`src/rtl/mmio_pkg.sv`:
```
// Shared constants for the MMIO / performance-monitor block: I/O page
// offsets, CTRL register bit positions and the default halt marker.
`timescale 1ns/1ps
package mmio_pkg;

   // Word offsets within the I/O page (off = mem_addr[7:0])
   localparam logic [7:0] OFF_LED   = 8'h00;
   localparam logic [7:0] OFF_SW    = 8'h04;
   localparam logic [7:0] OFF_TOTAL = 8'h08;
   localparam logic [7:0] OFF_STALL = 8'h0C;
   localparam logic [7:0] OFF_FLUSH = 8'h10;
   localparam logic [7:0] OFF_CTRL  = 8'h14;

   // CTRL register bit positions
   localparam int unsigned CTRL_CLR = 0;
   localparam int unsigned CTRL_FRZ = 1;

   // LED value software writes to mark the end of a program
   localparam logic [7:0] HALT_PATTERN_DEFAULT = 8'h0F;

endpackage : mmio_pkg

```
`src/rtl/mmio_perf_io_sat_counter.sv`:
```
// sat_counter: CNT_W-wide up-counter that sticks at all-ones.
// clr has priority over everything; hold suppresses counting.
`timescale 1ns/1ps
module sat_counter #(
   parameter int unsigned CNT_W = 32
) (
   input  logic             clk,
   input  logic             rst_n,
   input  logic             inc_i,
   input  logic             clr_i,
   input  logic             hold_i,
   output logic [CNT_W-1:0] cnt_o
);

   logic [CNT_W-1:0] cnt_q, cnt_d;

   // Next count: clear wins, otherwise increment unless held or saturated
   always_comb begin
      cnt_d = cnt_q;
      if (clr_i) begin
         cnt_d = '0;
      end else if (inc_i && !hold_i && (cnt_q != '1)) begin
         cnt_d = cnt_q + CNT_W'(1);
      end
   end

   // Count register with synchronous active-low reset
   always_ff @(posedge clk) begin
      if (!rst_n) begin
         cnt_q <= '0;
      end else begin
         cnt_q <= cnt_d;
      end
   end

   assign cnt_o = cnt_q;

endmodule : sat_counter

```
`src/rtl/mmio_perf_io.sv`:
```
// mmio_perf_io: I/O page decoder (LED, switches, CTRL) and the
// total/stall/flush performance counters with halt/freeze control.
// Optional switch debouncer is built when SW_DEBOUNCE_EN is defined.
`timescale 1ns/1ps
module mmio_perf_io
   import mmio_pkg::*;
#(
   parameter logic [15:0]  IO_BASE_HI      = 16'hFFFF,
   parameter logic [7:0]   HALT_PATTERN    = HALT_PATTERN_DEFAULT,
   parameter int unsigned  CNT_W           = 32,
   parameter int unsigned  DEBOUNCE_CYCLES = 16
) (
   input  logic             clk,
   input  logic             rst_n,
   input  logic [31:0]      mem_addr,
   input  logic [31:0]      mem_wdata,
   input  logic             mem_we,
   input  logic             mem_re,
   output logic             io_sel,
   output logic [31:0]      io_rdata,
   input  logic             stall_in,
   input  logic             flush_in,
   input  logic [7:0]       switches,
   output logic [7:0]       leds,
   output logic [CNT_W-1:0] total_cycles,
   output logic [CNT_W-1:0] stall_cycles,
   output logic [CNT_W-1:0] flush_cycles,
   output logic             halted
);

   logic [7:0] off_w;
   logic       led_we, ctrl_we, cnt_clr, cnt_hold;
   logic [7:0] leds_q, leds_d;
   logic       halted_q, halted_d;
   logic       freeze_q, freeze_d;
   logic [7:0] sw_meta_q, sw_sync_q, sw_val;
   logic       unused_bus;

   // Low address bits and the page-internal high byte do not take part in decode
   assign unused_bus = ^{mem_wdata[31:8], mem_addr[15:8], mem_addr[1:0]};

   assign io_sel  = (mem_addr[31:16] == IO_BASE_HI);
   assign off_w   = {mem_addr[7:2], 2'b00};
   assign led_we  = io_sel && mem_we && (off_w == OFF_LED);
   assign ctrl_we = io_sel && mem_we && (off_w == OFF_CTRL);

   assign cnt_clr  = ctrl_we && mem_wdata[CTRL_CLR];
   assign cnt_hold = halted_q || freeze_q;

   // Next-state for LED, halt and freeze registers
   always_comb begin
      leds_d   = leds_q;
      halted_d = halted_q;
      freeze_d = freeze_q;
      if (led_we) begin
         leds_d = mem_wdata[7:0];
         if (mem_wdata[7:0] == HALT_PATTERN) begin
            halted_d = 1'b1;
         end
      end
      if (ctrl_we) begin
         if (mem_wdata[CTRL_CLR]) begin
            halted_d = 1'b0;
         end
         if (mem_wdata[CTRL_FRZ]) begin
            freeze_d = 1'b1;
         end
      end
   end

   // Control/status registers
   always_ff @(posedge clk) begin
      if (!rst_n) begin
         leds_q   <= '0;
         halted_q <= 1'b0;
         freeze_q <= 1'b0;
      end else begin
         leds_q   <= leds_d;
         halted_q <= halted_d;
         freeze_q <= freeze_d;
      end
   end

   assign leds   = leds_q;
   assign halted = halted_q;

   // Two-flop synchroniser for the asynchronous board switches
   always_ff @(posedge clk) begin
      if (!rst_n) begin
         sw_meta_q <= '0;
         sw_sync_q <= '0;
      end else begin
         sw_meta_q <= switches;
         sw_sync_q <= sw_meta_q;
      end
   end

`ifdef SW_DEBOUNCE_EN
   localparam int unsigned DEB_W = $clog2(DEBOUNCE_CYCLES + 1);

   logic [7:0]       sw_cand_q, sw_deb_q, sw_deb_d;
   logic [DEB_W-1:0] deb_cnt_q, deb_cnt_d;

   // Count consecutive identical samples; publish once the run is long enough
   always_comb begin
      deb_cnt_d = deb_cnt_q;
      sw_deb_d  = sw_deb_q;
      if (sw_sync_q != sw_cand_q) begin
         deb_cnt_d = DEB_W'(1);
      end else if (deb_cnt_q != DEB_W'(DEBOUNCE_CYCLES)) begin
         deb_cnt_d = deb_cnt_q + DEB_W'(1);
      end
      if (deb_cnt_d == DEB_W'(DEBOUNCE_CYCLES)) begin
         sw_deb_d = sw_sync_q;
      end
   end

   // Debouncer state
   always_ff @(posedge clk) begin
      if (!rst_n) begin
         sw_cand_q <= '0;
         sw_deb_q  <= '0;
         deb_cnt_q <= '0;
      end else begin
         sw_cand_q <= sw_sync_q;
         sw_deb_q  <= sw_deb_d;
         deb_cnt_q <= deb_cnt_d;
      end
   end

   assign sw_val = sw_deb_q;
`else
   logic unused_deb_cfg;

   // Debounce length only matters when the debouncer is built
   assign unused_deb_cfg = (DEBOUNCE_CYCLES == 0);
   assign sw_val         = sw_sync_q;
`endif

   // Performance counters
   sat_counter #(.CNT_W(CNT_W)) u_total (
      .clk(clk), .rst_n(rst_n), .inc_i(1'b1), .clr_i(cnt_clr),
      .hold_i(cnt_hold), .cnt_o(total_cycles)
   );

   sat_counter #(.CNT_W(CNT_W)) u_stall (
      .clk(clk), .rst_n(rst_n), .inc_i(stall_in), .clr_i(cnt_clr),
      .hold_i(cnt_hold), .cnt_o(stall_cycles)
   );

   sat_counter #(.CNT_W(CNT_W)) u_flush (
      .clk(clk), .rst_n(rst_n), .inc_i(flush_in), .clr_i(cnt_clr),
      .hold_i(cnt_hold), .cnt_o(flush_cycles)
   );

   // Zero-latency read mux over the current register state
   always_comb begin
      io_rdata = '0;
      if (io_sel && mem_re) begin
         case (off_w)
            OFF_LED:   io_rdata = {24'b0, leds_q};
            OFF_SW:    io_rdata = {24'b0, sw_val};
            OFF_TOTAL: io_rdata = 32'(total_cycles);
            OFF_STALL: io_rdata = 32'(stall_cycles);
            OFF_FLUSH: io_rdata = 32'(flush_cycles);
            OFF_CTRL:  io_rdata = {30'b0, freeze_q, halted_q};
            default:   io_rdata = '0;
         endcase
      end
   end

endmodule : mmio_perf_io
```
`config.mk`:
```
export PLATFORM = sky130hd
export DESIGN_NAME = mmio_perf_io
export DESIGN_NICKNAME = d
export VERILOG_FILES = /design/src/rtl/mmio_pkg.sv /design/src/rtl/mmio_perf_io_sat_counter.sv /design/src/rtl/mmio_perf_io.sv
export SDC_FILE = /design/constraint.sdc
export NUM_CORES = 1
export LEC_CHECK = 0
export ABC_AREA = 1
export CELL_PAD_IN_SITES_DETAIL_PLACEMENT = 0
export CELL_PAD_IN_SITES_GLOBAL_PLACEMENT = 2
export CORE_MARGIN = 5
export CORE_UTILIZATION = 25
export CTS_CLUSTER_DIAMETER = 100
export DETAILED_ROUTE_END_ITERATION = 8
export PLACE_DENSITY_LB_ADDON = 0.15
export SETUP_SLACK_MARGIN = 0.4
export SYNTH_ARGS = -nofsm -noshare
export SYNTH_HDL_FRONTEND = slang
export SYNTH_SLANG_ARGS = --single-unit
```
`constraint.sdc`:
```
create_clock -name clk -period 3 [get_ports clk]
set_input_delay 0.9 -clock clk [delete_from_list [all_inputs] [get_ports clk]]
set_output_delay 0.9 -clock clk [all_outputs]
set_load 0.01 [all_outputs]
```
==> out/metrics.cfg <==
[placed_design]
dp_hpwl_mm = 27.0
port_buffers = 181
routabilityCongestion = 0.842

[global_route]
grt_max_degree = 38
grt-ovfl-total = 0
antenna_found_initial = 0
grt_usage = 0.202
grt_pass1_wl_mm = 55.7
grt_pass1_vias = 9118

[drt]
avgViaCountPerCell = 4.58
wl_per_cell_um = 17.8
drc = 0
first_pass_iters = 5
num_vias = 9252
ant_nets = 0
wirelength_mm = 35.9
drtIter0Drc = 612

[critical_path]
crit_required_ps = 2100
path_max_fanout = 6
worstPathArrival_ps = 2210
cp-end-kind = primary output
critPathLaunchType = input pin
crit_type = input pin to primary output

[timing]
slew_violations = 0
fin_crit_ps = 3110
slew-limit-headroom = 0.652
tightest_slew_ps = 521
whs_ps = 413
worst_slack_ps = -108
tns_ps = -2000
hold_viol = 0
period_share = 1.04
max_freq_mhz = 322
final-setup-viol-count = 32
grt_setup_unrepaired = true
finalClockSkew_ps = 11.5

[pwr]
p_leak_nw = 4.56
switching_power_mw = 1.10
power_frac_seq = 0.404
vdd.ir_drop.worst_uv = 403
power_density_nw_per_um2 = 338
netSwitchingFraction = 0.267
p_comb_frac = 0.057
clockPowerShare = 0.539
p_int_mw = 3.01

[clocking]
cts_tree = built
path_clk_slew_ps = 60
ctsHoldBuffers = 0
worstSkewPairLatency_ps = 430
h-tree-depth = 4
clockBufferDepth = 2
root_buffer = clkbuf_16
clock_sinks = 122
cts_inserted_buffers = 17

[logic_synthesis]
syn-cell-area_um2 = 7970
synth.avg_cell_area_um2 = 5.87
yosys_warnings = 0
synth.distinct_cells = 34
yosys.area.top_type = dfxtp_1
ys_ff_latch = 122
synth_top_area_frac = 0.307
netlist_instances = 1357
synth_area_leaders = dfxtp_1, nand2_1, nor2_1
mappedNetlistNets = 1438
ys_seq_area_frac = 0.307

[job]
max-cap-violations = 0

[outcome]
status = finished, violations left
failed_checks = negative setup slack

[floorplanning]
dieHeight_um = 189
design.core.area_um2 = 31500
dieArea_um2 = 35500
io-pin-count = 216
rows = 65
die_w_um = 189
start_util = 0.253

[hold_path]
hp-class = flip-flop to flip-flop

[cells_and_area]
area_delta_synth_final_pct = 52.3
diodes = 0
layout.nets = 1684
drive_gt1_frac = 0.190

==> through the flow <==
stage                     setup slack [ps]   util  area, µm²  total power [mW]  instances
final                                 -108  0.386      12100              4.10       2018
after global routing                  -202  0.386      12100              4.25       2018
after CTS                             -132  0.379      11900              4.14       2014
after detailed placement              -914  0.343      10800              1.92       1960
after global placement                -894  0.343      10800              1.92       1960
after floorplan                        205      -       8200              1.79       1357
==> per-layer routing <==
layer	share of wire	wire length (µm)	track usage	up-vias
met5	0	0	0	-
met4	0.017	599	0.0490	0
met3	0.040	1450	0.0333	26
met2	0.45	16100	0.324	191
met1	0.50	17800	0.283	4277
li1	-	-	-	4758
==> synth_stat cells <==
cell type	number
a21oi_1	80
a21oi_2	10
a22oi_1	2
a31oi_1	24
buf_12	1
buf_2	11
buf_4	3
buf_6	6
buf_8	1
clkbuf_1	17
clkinv_1	3
dfxtp_1	122
ha_1	3
inv_1	102
inv_2	4
nand2_1	608
nand2_2	5
nand2_4	6
nand2_8	1
nand3_1	55
nand3_2	1
nand3b_1	1
nand4_1	27
nor2_1	188
nor2_2	12
nor2_4	6
nor3_1	8
nor3_2	1
nor3b_2	1
nor4_1	1
o21ai_0	2
o22ai_1	1
xnor2_1	17
xor2_1	27
==> worst max-delay path, stage by stage <==
cell and delay (ps):
buf_6 100, nor2_4 140, nand3_4 120, nor3_4 150, buf_6 130, buf_12 120, buf_6 100, buf_6 90
nand2_2 40, a31oi_2 170, buf_2 150
==> logic make-up (layout without fill, tap and decap cells) <==
family,after synthesis,after routing,share of synthesized area
compound gates,119,119,0.0840
buf+inv,148,407,0.0820
simple gates,921,921,0.474
flops,122,122,0.307
fa+ha+maj,3,3,0.00471
xor+xnor,44,44,0.0484
==> flip-flops by register name (all words and copies together), names as in the netlist <==
| signal | flops |
|---|---|
| freeze_q | 1 |
| u_stall.cnt_o | 32 |
| halted | 1 |
| u_flush.cnt_o | 32 |
| u_total.cnt_o | 32 |
| sw_sync_q | 8 |
| sw_meta_q | 8 |
| leds | 8 |
==> layout by cell type, fill, tap and decap left out, types with 6 or more instances in the layout <==
cell / n
a21oi_2: 12
buf_2: 20
inv_2: 7
nand3_1: 48
a31oi_4: 17
a31oi_2: 6
nor2_4: 11
nand4_1: 27
a21oi_1: 78
nand2_4: 18
nor2_2: 23
buf_4: 56
nor3_1: 8
nand2_1: 574
nand3_2: 7
inv_1: 98
xnor2_1: 17
nor2_1: 172
buf_12: 11
clkbuf_16: 17
inv_6: 6
dfxtp_1: 120
buf_16: 8
nand2_2: 27
buf_6: 43
clkdlybuf4s50_1: 125
xor2_1: 27
==> timing repair <==
item | CTS | global route
buffers inserted | 14 | 3
cloned | 8 | 1
gates resized for setup | 311 | 47
endpoints found under the setup margin | 34 | 33
pin swaps | 34 | 27
==> final timing paths <==
kind | start | endpoint | slack [ps] | depth (start not counted)
worst max-delay path | mem_addr[6] | io_rdata[28] | -110 | 11
worst min register to register | sw_meta_q[0]$_SDFF_PN0_ | sw_sync_q[0]$_SDFF_PN0_ | 410 | 2
worst min-delay path | sw_meta_q[0]$_SDFF_PN0_ | sw_sync_q[0]$_SDFF_PN0_ | 410 | 2
worst max register to register | u_total.cnt_o[0]$_SDFFE_PP0P_ | u_total.cnt_o[26]$_SDFFE_PP0P_ | 660 | 10
==> power groups by stage <==
| stage | registers, mW | logic (mW) | clock network (mW) |
|---|---|---|---|
| 6_report | 1.66 | 0.235 | 2.21 |
| 5_1_grt | 1.66 | 0.256 | 2.34 |
| 4_1_cts | 1.66 | 0.229 | 2.26 |
| 3_5_place_dp | 1.69 | 0.224 | 0 |
| 3_3_place_gp | 1.69 | 0.224 | 0 |
| 2_1_floorplan | 1.69 | 0.0998 | 0 |
==> cell type report <==
cell class                      instances  area [µm²]
Clock buffer                           17         425
Clock inverter                         15         181
Fill cell                            3408       19300
Inverter                              109         414
Multi-Input combinational cell       1087        5430
Sequential cell                       122        2440
Tap cell                              402         503
Timing Repair Buffer                  266        2740
Note: power is estimated with default switching activity, not from simulation.
